File: src/rtl/dvp_pkg.sv
// Shared state encoding and sizing helpers for the DVP camera transmitter.
package dvp_pkg;

   typedef enum logic [2:0] {
      ST_IDLE,
      ST_VSYNC,
      ST_V_BP,
      ST_ACTIVE,
      ST_V_FP
   } state_t;

   localparam int unsigned H_ACTIVE_DEF    = 640;
   localparam int unsigned V_ACTIVE_DEF    = 480;
   localparam int unsigned H_BLANK_DEF     = 144;
   localparam int unsigned VSYNC_LINES_DEF = 3;
   localparam int unsigned V_BP_LINES_DEF  = 17;
   localparam int unsigned V_FP_LINES_DEF  = 10;

   // Pclk periods per line: two bytes per pixel plus horizontal blanking.
   function automatic int unsigned line_len(input int unsigned h_active,
                                            input int unsigned h_blank);
      return 2 * h_active + h_blank;
   endfunction

   function automatic int unsigned cnt_width(input int unsigned n);
      return (n > 1) ? $clog2(n) : 1;
   endfunction

   function automatic int unsigned max4(input int unsigned a, input int unsigned b,
                                        input int unsigned c, input int unsigned d);
      int unsigned m;
      m = a;
      if (b > m) m = b;
      if (c > m) m = c;
      if (d > m) m = d;
      return m;
   endfunction

endpackage

File: src/rtl/dvp_cam_tx_line_timer.sv
// Column counter for one line period; produces href and the end-of-line strobe.
module dvp_line_timer
   import dvp_pkg::*;
#(
   parameter int unsigned H_ACTIVE = H_ACTIVE_DEF,
   parameter int unsigned H_BLANK  = H_BLANK_DEF
)(
   input  logic clk,
   input  logic srst,
   input  logic start,
   input  logic launch,
   input  logic active_next,
   output logic eol,
   output logic href_next,
   output logic href
);
   localparam int unsigned LINE_LEN = line_len(H_ACTIVE, H_BLANK);
   localparam int unsigned COL_W    = cnt_width(LINE_LEN);
   localparam logic [COL_W-1:0] COL_LAST = COL_W'(LINE_LEN - 1);
   localparam logic [COL_W-1:0] HREF_END = COL_W'(2 * H_ACTIVE);

   logic [COL_W-1:0] col_reg;
   logic [COL_W-1:0] col_next;
   logic             href_reg;

   assign eol       = (col_reg == COL_LAST);
   assign col_next  = eol ? '0 : col_reg + COL_W'(1);
   // Evaluated for the period about to be launched, not the one on the wire.
   assign href_next = active_next && (col_next < HREF_END);
   assign href      = href_reg;

   always_ff @(posedge clk) begin
      if (srst) begin
         col_reg  <= '0;
         href_reg <= 1'b0;
      end else if (start) begin
         col_reg  <= '0;
         href_reg <= 1'b0;
      end else if (launch) begin
         col_reg  <= col_next;
         href_reg <= href_next;
      end
   end

endmodule

File: src/rtl/dvp_cam_tx.sv
// Camera-side DVP transmitter: RGB565 valid/ready stream in, OV-style
// vsync/href/pclk/byte timing out, high byte first.
module dvp_cam_tx
   import dvp_pkg::*;
#(
   parameter int unsigned H_ACTIVE    = H_ACTIVE_DEF,
   parameter int unsigned V_ACTIVE    = V_ACTIVE_DEF,
   parameter int unsigned H_BLANK     = H_BLANK_DEF,
   parameter int unsigned VSYNC_LINES = VSYNC_LINES_DEF,
   parameter int unsigned V_BP_LINES  = V_BP_LINES_DEF,
   parameter int unsigned V_FP_LINES  = V_FP_LINES_DEF
)(
   input  logic        sys_clk_i,
   input  logic        sys_rst_i,
   input  logic        enable_i,
   input  logic [15:0] s_data_i,
   input  logic        s_valid_i,
   output logic        s_ready_o,
   output logic        pclk_o,
   output logic        vsync_o,
   output logic        href_o,
   output logic [7:0]  cam_data_o,
   output logic        frame_start_o,
   output logic        underrun_o,
   output logic        busy_o
);
   localparam int unsigned LINE_W =
      cnt_width(max4(VSYNC_LINES, V_BP_LINES, V_ACTIVE, V_FP_LINES));
   localparam logic [LINE_W-1:0] VS_LAST  = LINE_W'(VSYNC_LINES - 1);
   localparam logic [LINE_W-1:0] BP_LAST  = LINE_W'(V_BP_LINES - 1);
   localparam logic [LINE_W-1:0] ACT_LAST = LINE_W'(V_ACTIVE - 1);
   localparam logic [LINE_W-1:0] FP_LAST  = LINE_W'(V_FP_LINES - 1);

   state_t            state_reg, state_next;
   logic [LINE_W-1:0] line_reg, line_next, line_last;
   logic              ph_reg;
   logic              byte_sel_reg;   // 1: next launch inside href carries the low byte
   logic [7:0]        low_reg;
   logic [7:0]        data_reg;
   logic              vsync_reg;
   logic              fs_reg;
   logic              underrun_reg;

   logic start, launch, eol, href_next, href, active_next, frame_begin;

   assign start  = (state_reg == ST_IDLE) && enable_i;
   assign launch = (state_reg != ST_IDLE) && ph_reg;

   always_comb begin
      case (state_reg)
         ST_VSYNC:  line_last = VS_LAST;
         ST_V_BP:   line_last = BP_LAST;
         ST_ACTIVE: line_last = ACT_LAST;
         default:   line_last = FP_LAST;
      endcase
   end

   always_comb begin
      state_next = state_reg;
      line_next  = line_reg;
      if (start) begin
         state_next = ST_VSYNC;
         line_next  = '0;
      end else if (launch && eol) begin
         if (line_reg == line_last) begin
            line_next = '0;
            case (state_reg)
               ST_VSYNC:  state_next = ST_V_BP;
               ST_V_BP:   state_next = ST_ACTIVE;
               ST_ACTIVE: state_next = ST_V_FP;
               ST_V_FP:   state_next = enable_i ? ST_VSYNC : ST_IDLE;
               default:   state_next = ST_IDLE;
            endcase
         end else begin
            line_next = line_reg + LINE_W'(1);
         end
      end
   end

   assign active_next = (state_next == ST_ACTIVE);
   // Covers both the IDLE start and the gapless V_FP -> VSYNC wrap.
   assign frame_begin = (state_next == ST_VSYNC) && (state_reg != ST_VSYNC);

   dvp_line_timer #(
      .H_ACTIVE (H_ACTIVE),
      .H_BLANK  (H_BLANK)
   ) u_line_timer (
      .clk         (sys_clk_i),
      .srst        (sys_rst_i),
      .start       (start),
      .launch      (launch),
      .active_next (active_next),
      .eol         (eol),
      .href_next   (href_next),
      .href        (href)
   );

   always_ff @(posedge sys_clk_i) begin
      if (sys_rst_i) begin
         state_reg    <= ST_IDLE;
         line_reg     <= '0;
         ph_reg       <= 1'b0;
         byte_sel_reg <= 1'b0;
         low_reg      <= 8'h00;
         data_reg     <= 8'h00;
         vsync_reg    <= 1'b0;
         fs_reg       <= 1'b0;
         underrun_reg <= 1'b0;
      end else begin
         state_reg <= state_next;
         line_reg  <= line_next;
         ph_reg    <= (state_reg == ST_IDLE) ? 1'b0 : ~ph_reg;
         fs_reg    <= frame_begin;
         if (start || launch) begin
            vsync_reg <= (state_next == ST_VSYNC);
         end
         if (launch) begin
            if (href_next) begin
               if (!byte_sel_reg) begin
                  // A missed pixel still occupies its slot so line timing never slips.
                  data_reg <= s_valid_i ? s_data_i[15:8] : 8'h00;
                  low_reg  <= s_valid_i ? s_data_i[7:0]  : 8'h00;
                  if (!s_valid_i) begin
                     underrun_reg <= 1'b1;
                  end
               end else begin
                  data_reg <= low_reg;
               end
               byte_sel_reg <= ~byte_sel_reg;
            end else begin
               data_reg     <= 8'h00;
               byte_sel_reg <= 1'b0;
            end
         end
      end
   end

   assign s_ready_o     = launch && href_next && !byte_sel_reg;
   assign pclk_o        = ph_reg;
   assign vsync_o       = vsync_reg;
   assign href_o        = href;
   assign cam_data_o    = data_reg;
   assign frame_start_o = fs_reg;
   assign underrun_o    = underrun_reg;
   assign busy_o        = (state_reg != ST_IDLE);

endmodule

File: config.mk
export PLATFORM = sky130hd
export DESIGN_NAME = dvp_cam_tx
export DESIGN_NICKNAME = d
export VERILOG_FILES = /design/src/rtl/dvp_pkg.sv /design/src/rtl/dvp_cam_tx_line_timer.sv /design/src/rtl/dvp_cam_tx.sv
export SDC_FILE = /design/constraint.sdc
export NUM_CORES = 1
export LEC_CHECK = 0
export ABC_AREA = 1
export ABC_CLOCK_PERIOD_IN_PS = 1800
export BUFFER_PORTS_ARGS = -buffer_cell sky130_fd_sc_hd__buf_2
export CORE_ASPECT_RATIO = 2
export CORE_MARGIN = 2
export CORE_UTILIZATION = 50
export DETAILED_ROUTE_END_ITERATION = 12
export PLACE_DENSITY = 0.76
export SETUP_SLACK_MARGIN = 0.5
export SYNTH_ARGS = -nofsm -noshare
export SYNTH_HDL_FRONTEND = slang
export SYNTH_SLANG_ARGS = --single-unit
File: constraint.sdc
create_clock -name sys_clk_i -period 1.8 [get_ports sys_clk_i]
set_clock_uncertainty 0.1 [all_clocks]
set_input_delay 0.27 -clock sys_clk_i [delete_from_list [all_inputs] [get_ports sys_clk_i]]
set_output_delay 0.27 -clock sys_clk_i [all_outputs]
set_load 0.02 [all_outputs]
Word level (Yosys, flattened, before mapping)

Index checks and enable logic that the tools add are counted.
Widths: inputs -> output; s select.

Bits in registers: 45
Output and inout port bits: 15

$lt $le $gt $ge: 1
Equality and inequality tests: 9
Add/subtract/negate cells: 2
Reductions and logical operators: 15
Muxes and demuxes: 13
Bitwise logic cells: 3

Operators with widths:

| kind                  | number |
|---|---|
| $mux 8                | 4 |
| $pmux 9 s3            | 1 |
| $pmux 3 s4            | 1 |
| $add 11x1->11 const B | 1 |
| $eq 11x11->1 const B  | 1 |
| $lt 11x11->1 const B  | 1 |
| $mux 11               | 1 |
| $add 9x1->9 const B   | 1 |
| $eq 3x2->1 const B    | 3 |
| $eq 9x9->1            | 1 |
| $mux 3                | 3 |
| $mux 9                | 1 |
| $logic_and 1x1->1     | 7 |
| $eq 3x1->1 const B    | 2 |
| $reduce_and 4->1      | 1 |
| $reduce_or 2->1       | 2 |
| $eq 3x3->1 const B    | 1 |
| $logic_not 3->1       | 1 |
| $ne 3x1->1 const B    | 1 |
| $not 1->1             | 3 |
| $reduce_and 3->1      | 1 |
| $reduce_bool 3->1     | 1 |
| $mux 1                | 2 |
| $logic_not 1->1       | 1 |
| $logic_or 1x1->1      | 1 |

Longest topological paths before layout

Gate-level depths: netlist of the first run.

Word-level depth: 10
Gate-level depth with buffers: 16
Depth with buffers taken out: 15

Hierarchy

A second synthesis of the first run with hierarchy kept.

Cells, all modules: 325
Area total of the unflattened synthesis: 2311.0 sq um

By module, submodules not included:

| module         | times used | cells an instance | area each (sq um) | sequential area each (sq um) |
|---|---|---|---|---|
| dvp_cam_tx     | 1          | 219               | 1601.5            | 660.6 |
| dvp_line_timer | 1          | 106               | 709.4             | 240.2 |

Least setup slack after synthesis of the first run

No wires, ideal clock.

Kind: register to output
From: register u_line_timer.col_reg[0]
To: output s_ready_o
Arrival time: 1.726 ns
Path buffers: 0
Path slack: -0.296 ns
Data required time: 1.430 ns
Cell stages (with the launch flop): 12
Path through: dfxtp_1 ha_1 nand2_1 nor2_1 nand3b_1 o21ai_0 nand3_1 nand2_1 inv_1 a21oi_1 nand4_2 inv_1

Longest elaborated chain between the ends: 8
Elaborated cells between the ends (all ways): 11
Classes of those cells: add/sub: 1; order compare: 1; eq/ne: 2; mux: 3; reduce/logical: 4

Ends and longest elaborated chain:

| element                                                               | RTL line                    | source |
|---|---|---|
| start: declaration                                                    | dvp_cam_tx_line_timer.sv:22 | `logic [COL_W-1:0] col_reg;` |
| start signal: assignment                                              | dvp_cam_tx_line_timer.sv:40 | `col_reg <= col_next;` |
| parallel branches: the longest is 5 deep, another holds $add 11x1->11 | --                          |  |
| $logic_and 1x1->1 (*)                                                 | dvp_cam_tx_line_timer.sv:29 | `assign href_next = active_next && (col_next < HREF_END);` |
| $logic_and 1x1->1 (*) (2 in series)                                   | dvp_cam_tx.sv:138           | `assign s_ready_o = launch && href_next && !byte_sel_reg;` |
| end: declaration                                                      | dvp_cam_tx.sv:18            | `output logic s_ready_o,` |

Every way passes the cells marked *.

Worst setup path in the final report of the first run

From: register state_reg[2]
To: output s_ready_o

Longest elaborated chain between the ends: 10
Elaborated cells between the ends (all ways): 19
Classes of those cells: eq/ne: 6; mux: 5; reduce/logical: 8

Ends and longest elaborated chain:

| element                                  | RTL line                           | source |
|---|---|---|
| start: declaration                       | dvp_cam_tx.sv:34                   | `state_t state_reg, state_next;` |
| start signal: assignment                 | dvp_cam_tx.sv:110                  | `state_reg <= state_next;` |
| $eq 3x2->1 or $eq 3x1->1 (tied branches) | dvp_cam_tx.sv:50, dvp_cam_tx.sv:67 |  |
| $pmux 9 s3                               | dvp_cam_tx.sv:50                   | `case (state_reg)` |
| $eq 9x9->1                               | dvp_cam_tx.sv:65                   | `if (line_reg == line_last) begin` |
| $mux 3                                   | dvp_cam_tx.sv:65                   |  |
| $mux 3                                   | dvp_cam_tx.sv:64                   | `end else if (launch && eol) begin` |
| $mux 3                                   | dvp_cam_tx.sv:61                   | `if (start) begin` |
| $eq 3x2->1                               | dvp_cam_tx.sv:80                   | `assign active_next = (state_next == ST_ACTIVE);` |
| $logic_and 1x1->1                        | dvp_cam_tx_line_timer.sv:29        |  |
| $logic_and 1x1->1 (*) (2 in series)      | dvp_cam_tx.sv:138                  |  |

Every way passes the cells marked *; elsewhere a longest branch is shown, timed or not.

==> flow_summary_export.csv, run 1 <==
group,metric,value,unit
cts,numCtsBuffers,5,
timing,relSlewSlack,30.9,%
detailed_routing,wl,8.13,mm
timing,drv_slew,0,
yosys,synth_xor_area_share,1.98,%
yosys,synth_top_family_by_area,"simple AND/OR/NAND/NOR gates",
yosys,yosysTopAreaCellShare,40.6,%
yosys,muxShareOfSynthArea,0,%
power,clkPwrFrac,39.0,%
power,seqPwrFrac,48.2,%
die,fp.coreArea,0.00430,mm²
worst_setup_path,end_kind,"primary output",
yosys,ys.warnings.count,0,
run_status,violations,"setup timing",
yosys,synth_area_per_cell,7.20,µm²
placement,place_inst,436,
timing,worst_slack,-0.710,ns
placement,io_buffers,34,
cts,clk_pin_slew,0.08,ns
power,pwr-share-comb,12.7,%
yosys,synthesis.area,0.00222,mm²
timing,rsz0062_at_grt,"true",
yosys,synth_area_leader_cell,"dfxtp_1",
cts,cts_tree,"done",
min_path,hp-class,"input pin to flop",
power,vdd_drop_max,0.000647,V
yosys,synth-compound-area-share,14.0,%
cts,ctsHoldBuffers,0,
cts,cts_sinks,45,
run_status,outcome,"complete, but fails checks",
detailed_routing,wl_per_cell,17.5,µm
die,die_w,51.1,µm
power,p_sw_share,25.6,%
min_path,min_from,"s_data_i[1]",
placement,gp_congestion,0.878,
placement,place_hpwl,4.53,mm
detailed_routing,vias_per_cell,5.80,
die,dieArea,0.00502,mm²
cts,htreeDepth,2,
die,ios,35,
yosys,yosysSeqAreaShare,40.6,%
cells_and_area,layout_common_cells,"57 x nand2_1, 53 x buf_4, 37 x dfxtp_1",
timing,worst_pin_slew,1.03,ns
yosys,ys_types,35,
cts,cts_root_buf,"clkbuf_8",
worst_setup_path,critical_path.startpoint,"state_reg[2]$_SDFF_PP0_",
cells_and_area,final_cells,464,
worst_setup_path,crit_end,"s_ready_o",
worst_setup_path,r2r_start,"state_reg[2]$_SDFF_PP0_",
power,p_int,0.00156,W
power,power.switching,0.000538,W
global_routing,grt_max_degree,23,
timing,max_freq,0.398,GHz
power,power_per_cell_area,609,mW/mm²
global_routing,grt_pass1_vias,2600,
global_routing,antenna_found_initial,0,
cells_and_area,final_nets,431,
timing,hold_violations,0,
placement,post-place-ws,-0.312,ns
global_routing,grt_usage,29.5,%
worst_setup_path,rrSetupSlack,-0.64,ns
cells_and_area,register_area,913,µm²
detailed_routing,vias,2690,
yosys,synth_adder_area_share,1.13,%
worst_setup_path,reg2reg_depth,17,
die,floorplan.initialDensity,51.6,%
yosys,synth-seq-cells,45,
yosys,syn_nets,330,
worst_setup_path,r2r-end,"low_reg[5]$_SDFFE_PP0P_",
min_path,hold_path_depth,3,
yosys,syn_inst,308,
timing,fin_crit,2.51,ns
cells_and_area,fillCellCount,229,
worst_setup_path,start_kind,"flop",
timing,setup_violations,36,
die,core.rowCount,34,
detailed_routing,initialDrtViolationCount,120,
cells_and_area,drive_gt1_share,45.9,%
cells_and_area,multi_input_area,0.00146,mm²
die,die_y,98.2,µm
timing,finalCritPeriodShare,139,%
detailed_routing,drc,0,
cts,clockBufferDepth,2,
cells_and_area,diodes,0,
yosys,synthSimpleGateAreaFrac,34.9,%
worst_setup_path,crit_fanout,7,
cells_and_area,largest_reg_flops,11,
worst_setup_path,worstSetupPathType,"flop to primary output",
detailed_routing,ant_nets,0,
flow_run,cap_violations,0,
worst_setup_path,worst-endpoint-arrival,2.14,ns
yosys,yosys-top-cells-area,"dfxtp_1 41%, nand2_1 12%, a21oi_1 5.9%",
cells_and_area,syn_to_final_growth,55.6,%
cts,insertion_delay,0.31,ns
global_routing,overflow,0,
power,power.leakage,1.43,nW
worst_setup_path,worst_ep_required_time,1.43,ns
global_routing,grt_pass1_wl,11.3,mm
detailed_routing,dr.pass1.iters,8,
cells_and_area,final_common_cell,"nand2_1",
==> final cells by class <==
class	instances	area share, %
clock buffers	6	2.39
flip-flops and latches	45	26.5
multi-input cells	224	42.4
well taps	54	1.96
clock inverters	2	1.09
inverters	34	4.57
repair buffers	99	21.1
==> power groups by stage <==
| stage | combinational (W) | clock, W | sequential [W] |
|---|---|---|---|
| 6_report | 0.000268 | 0.000820 | 0.00101 |
| 5_1_grt | 0.000282 | 0.000854 | 0.00102 |
| 4_1_cts | 0.000228 | 0.000814 | 0.00101 |
| 3_5_place_dp | 0.000190 | 0 | 0.00104 |
| 3_3_place_gp | 0.000188 | 0 | 0.00104 |
| 2_1_floorplan | 0.0000982 | 0 | 0.00104 |
==> metrics by stage <==
stage,hold WS (ns),utilization (%),area [µm²],setup TNS [ns],total power (W)
global placement,0.341,66.4,2850,-4.50,0.00123
CTS,0.125,75.5,3240,-6.64,0.00205
global route,0.116,80.3,3450,-18.81,0.00215
finish,0.118,80.3,3450,-15.34,0.00210
floorplan,0.247,-,2300,-1.03,0.00114
detailed placement,0.353,66.4,2850,-5.82,0.00123
==> worst min-delay path by stage <==
stage                         endpoint
2_1_floorplan        pclk_o$_SDFF_PP0_
3_3_place_gp   low_reg[2]$_SDFFE_PP0P_
3_5_place_dp   low_reg[6]$_SDFFE_PP0P_
4_1_cts        low_reg[4]$_SDFFE_PP0P_
5_1_grt        low_reg[1]$_SDFFE_PP0P_
6_report       low_reg[1]$_SDFFE_PP0P_
==> critical path: stages (launching register included) <==
cell,delay (ns)
dfxtp_4,0.38
inv_6,0.08
nand2_1,0.08
nand2_1,0.08
nand2_1,0.09
nor2_2,0.19
nand2_2,0.10
nor2_4,0.16
nand3_4,0.11
nand2_1,0.09
nand2_2,0.08
inv_4,0.09
nand4_4,0.13
inv_4,0.07
buf_6,0.11
==> kinds of logic (layout without fill, tap and decap cells) <==
| kind of cell | count (synthesis) | count (layout) |
|---|---|---|
| buffers and inverters | 41 | 141 |
| AND/OR/NAND/NOR | 164 | 166 |
| flip-flops | 45 | 45 |
| adder cells (fa/ha/maj) | 2 | 2 |
| AO/OA/AOI/OAI | 51 | 51 |
| XOR/XNOR | 5 | 5 |
==> routing by layer <==
metal / vias up / global-route usage, % / share of wire, %
li1: 1226 / - / -
met4: 0 / 17.7 / 7.5
met3: 61 / 4.59 / 5.5
met1: 1238 / 26.1 / 33
met5: - / 0 / 0
met2: 165 / 57.5 / 54
==> synthesized netlist by cell type <==
master,number
inv_2,4
o21ai_0,10
nand4_1,6
buf_6,1
buf_2,1
nand3_2,5
nand2_1,71
or2_2,1
clkinv_1,1
dfxtp_1,45
nand3_1,22
a211oi_1,1
a21oi_1,26
nor3b_1,2
clkbuf_1,5
o211ai_1,1
xnor2_1,1
nor2_8,1
a22o_1,8
nor2_4,1
o32ai_1,1
xor2_1,4
nor2_1,34
o211a_1,1
a21oi_2,1
ha_1,2
nand2_4,1
nand4_2,1
nor3_1,11
inv_1,29
nor2_2,2
nor4_1,2
nand2_2,3
nand3b_1,1
a221oi_1,2
==> repair_timing <==
item	4_1_cts	5_1_grt
pin swaps	16	14
endpoints found under the hold margin	0	0
resized for setup	44	44
endpoints found under the setup margin	47	46
setup buffers	12	6
gates cloned	2	0
No activity file was read; power rests on OpenSTA's default activity.
==> inputs of run 2 (changes only) <==
==> constraint.sdc (replaced) <==
create_clock -name sys_clk_i -period 1.8 [get_ports sys_clk_i]
set_clock_uncertainty 0.1 [all_clocks]
set_input_delay 0.18 -clock sys_clk_i [delete_from_list [all_inputs] [get_ports sys_clk_i]]
set_output_delay 0.18 -clock sys_clk_i [all_outputs]
set_load 0.02 [all_outputs]
==> run 2 against run 1 <==
Compared with the run above:
- non-clock buffer count up 15
- hold slack worse by 0.085 ns
- the flow still finishes with violations (setup timing)
- cell count up 3.4%
- worst setup slack worse by 0.061 ns
- wire length up 36%
- sequential cell count unchanged
- largest cell class unchanged
- critical path depth unchanged
- design area up 11%
==> flow_summary_export.csv, run 2 (synthesized netlist as in run 1, its figures left out) <==
group,metric,value,unit
cells_and_area,syn_to_final_growth,72.0,%
min_path,hold_end,"low_reg[4]$_SDFFE_PP0P_",
global_routing,antenna_found_initial,0,
min_path,hp-class,"input pin to flop",
detailed_routing,vias,3076,
timing,drv_slew,0,
detailed_routing,drc,0,
timing,max_freq,0.389,GHz
cells_and_area,drive_gt1_share,53.8,%
detailed_routing,vias_per_cell,6.41,
cts,cts_root_buf,"clkbuf_8",
cells_and_area,fillCellCount,165,
run_status,outcome,"complete, but fails checks",
global_routing,grt_pass1_vias,2661,
worst_setup_path,reg2reg_depth,12,
timing,fin_crit,2.57,ns
cts,clockBufferDepth,2,
cells_and_area,largest_reg_flops,11,
detailed_routing,wl,11.1,mm
worst_setup_path,end_kind,"primary output",
placement,post-place-ws,-0.349,ns
power,total_power,0.00218,W
min_path,min_from,"s_data_i[4]",
timing,finalCritPeriodShare,143,%
cells_and_area,final_area,0.00381,mm²
cts,numCtsBuffers,5,
power,vdd_drop_max,0.000775,V
placement,io_buffers,34,
worst_setup_path,rrSetupSlack,-0.74,ns
detailed_routing,wl_per_cell,23.1,µm
die,dieArea,0.00502,mm²
cts,ctsHoldBuffers,0,
die,fp.coreArea,0.00430,mm²
timing,relSlewSlack,22.4,%
timing,rsz0062_at_grt,"true",
cts,htreeDepth,2,
cells_and_area,fin_util,88.7,%
die,ios,35,
worst_setup_path,start_kind,"flop",
die,die_w,51.1,µm
worst_setup_path,worst-endpoint-arrival,2.29,ns
timing,worst_slack,-0.770,ns
cts,cts_tree,"done",
power,power_per_cell_area,572,mW/mm²
cts,clk_pin_slew,0.09,ns
placement,gp_congestion,0.923,
worst_setup_path,r2r_start,"u_line_timer.col_reg[1]$_SDFFE_PP0P_",
placement,placed_cell_area,0.00291,mm²
worst_setup_path,worstSetupPathType,"flop to primary output",
timing,worst_pin_slew,1.16,ns
flow_run,cap_violations,0,
cells_and_area,final_common_cell,"buf_4",
worst_setup_path,crit_fanout,3,
cells_and_area,final_nets,447,
die,floorplan.initialDensity,51.6,%
global_routing,grt_pass1_wl,12.0,mm
timing,hold_violations,0,
global_routing,grt_max_degree,23,
placement,place_hpwl,4.65,mm
detailed_routing,initialDrtViolationCount,300,
worst_setup_path,worst_ep_required_time,1.52,ns
cts,insertion_delay,0.32,ns
die,core.rowCount,34,
detailed_routing,dr.pass1.iters,7,
global_routing,overflow,0,
cells_and_area,diodes,0,
die,die_y,98.2,µm
power,power.leakage,1.59,nW
global_routing,grt_usage,31.9,%
min_path,hold_path_depth,3,
timing,setup_violations,42,
worst_setup_path,r2r-end,"cam_data_o[5]$_SDFFE_PP0P_",
timing,fin_setup_tns,-19.67,ns
cts,cts_sinks,45,
run_status,violations,"setup timing",
cells_and_area,layout_common_cells,"57 x buf_4, 49 x nand2_1, 38 x dfxtp_1",
detailed_routing,ant_nets,0,
[run 2: how the worst max path moves through the flow]
stage	from	endpoint	slack (ns)	cells past startpoint
2_1_floorplan	u_line_timer.col_reg[1]$_SDFFE_PP0P_	underrun_o$_SDFFE_PP0P_	-0.13	14
4_1_cts	u_line_timer.col_reg[0]$_SDFFE_PP0P_	s_ready_o	-0.44	12
6_report	u_line_timer.col_reg[1]$_SDFFE_PP0P_	s_ready_o	-0.77	14
5_1_grt	u_line_timer.col_reg[1]$_SDFFE_PP0P_	cam_data_o[5]$_SDFFE_PP0P_	-0.77	12
3_5_place_dp	u_line_timer.col_reg[1]$_SDFFE_PP0P_	low_reg[5]$_SDFFE_PP0P_	-0.35	13
3_3_place_gp	u_line_timer.col_reg[1]$_SDFFE_PP0P_	low_reg[3]$_SDFFE_PP0P_	-0.22	13
[run 2: metal layers]
| layer | GRT usage [%] | part of all wire (%) |
|---|---|---|
| met1 | 29.1 | 31 |
| met2 | 60.4 | 50 |
| met3 | 5.35 | 9.2 |
| met4 | 20.4 | 9.8 |
| met5 | 0 | 0 |
[run 2: area by class of cell]
cell class                 count  area (µm²)  area share [%]
multi-input combinational    225        1650            43.3
sequential                    45         917            24.1
timing repair buffer         114         886            23.2
inverter                      34         175            4.59
clock buffer                   5        68.8            1.81
tap                           54        67.6            1.77
clock inverter                 3        47.5            1.25
[run 2: timing repair]
action,in CTS,in global routing
pin swaps,21,33
setup buffers,10,16
resized for setup,51,98
setup endpoints to repair,46,46
cloned,3,0
[run 2: through the flow]
| step | hold WS (ns) | std cells |
|---|---|---|
| CTS | 0.0300 | 464 |
| finish | 0.0323 | 480 |
| floorplan | 0.157 | 308 |
| global route | 0.0361 | 480 |
| detailed placement | 0.355 | 443 |
| global placement | 0.344 | 443 |
[run 2: report_power, final]
| part | internal [W] | switching (W) |
|---|---|---|
| registers | 0.00100 | 0.0000160 |
| logic | 0.000137 | 0.000194 |
| clock network | 0.000424 | 0.000409 |
[run 2: critical path, stage by stage, from the launching register on]
cell,delay (ns)
dfxtp_2,0.36
ha_4,0.18
nand2_4,0.10
nor2_4,0.04
nand3b_1,0.21
buf_4,0.17
nor2_2,0.03
nand2_1,0.10
nand3_2,0.15
nand2_2,0.13
inv_2,0.07
a21oi_4,0.14
nand4_4,0.10
inv_2,0.07
buf_6,0.11
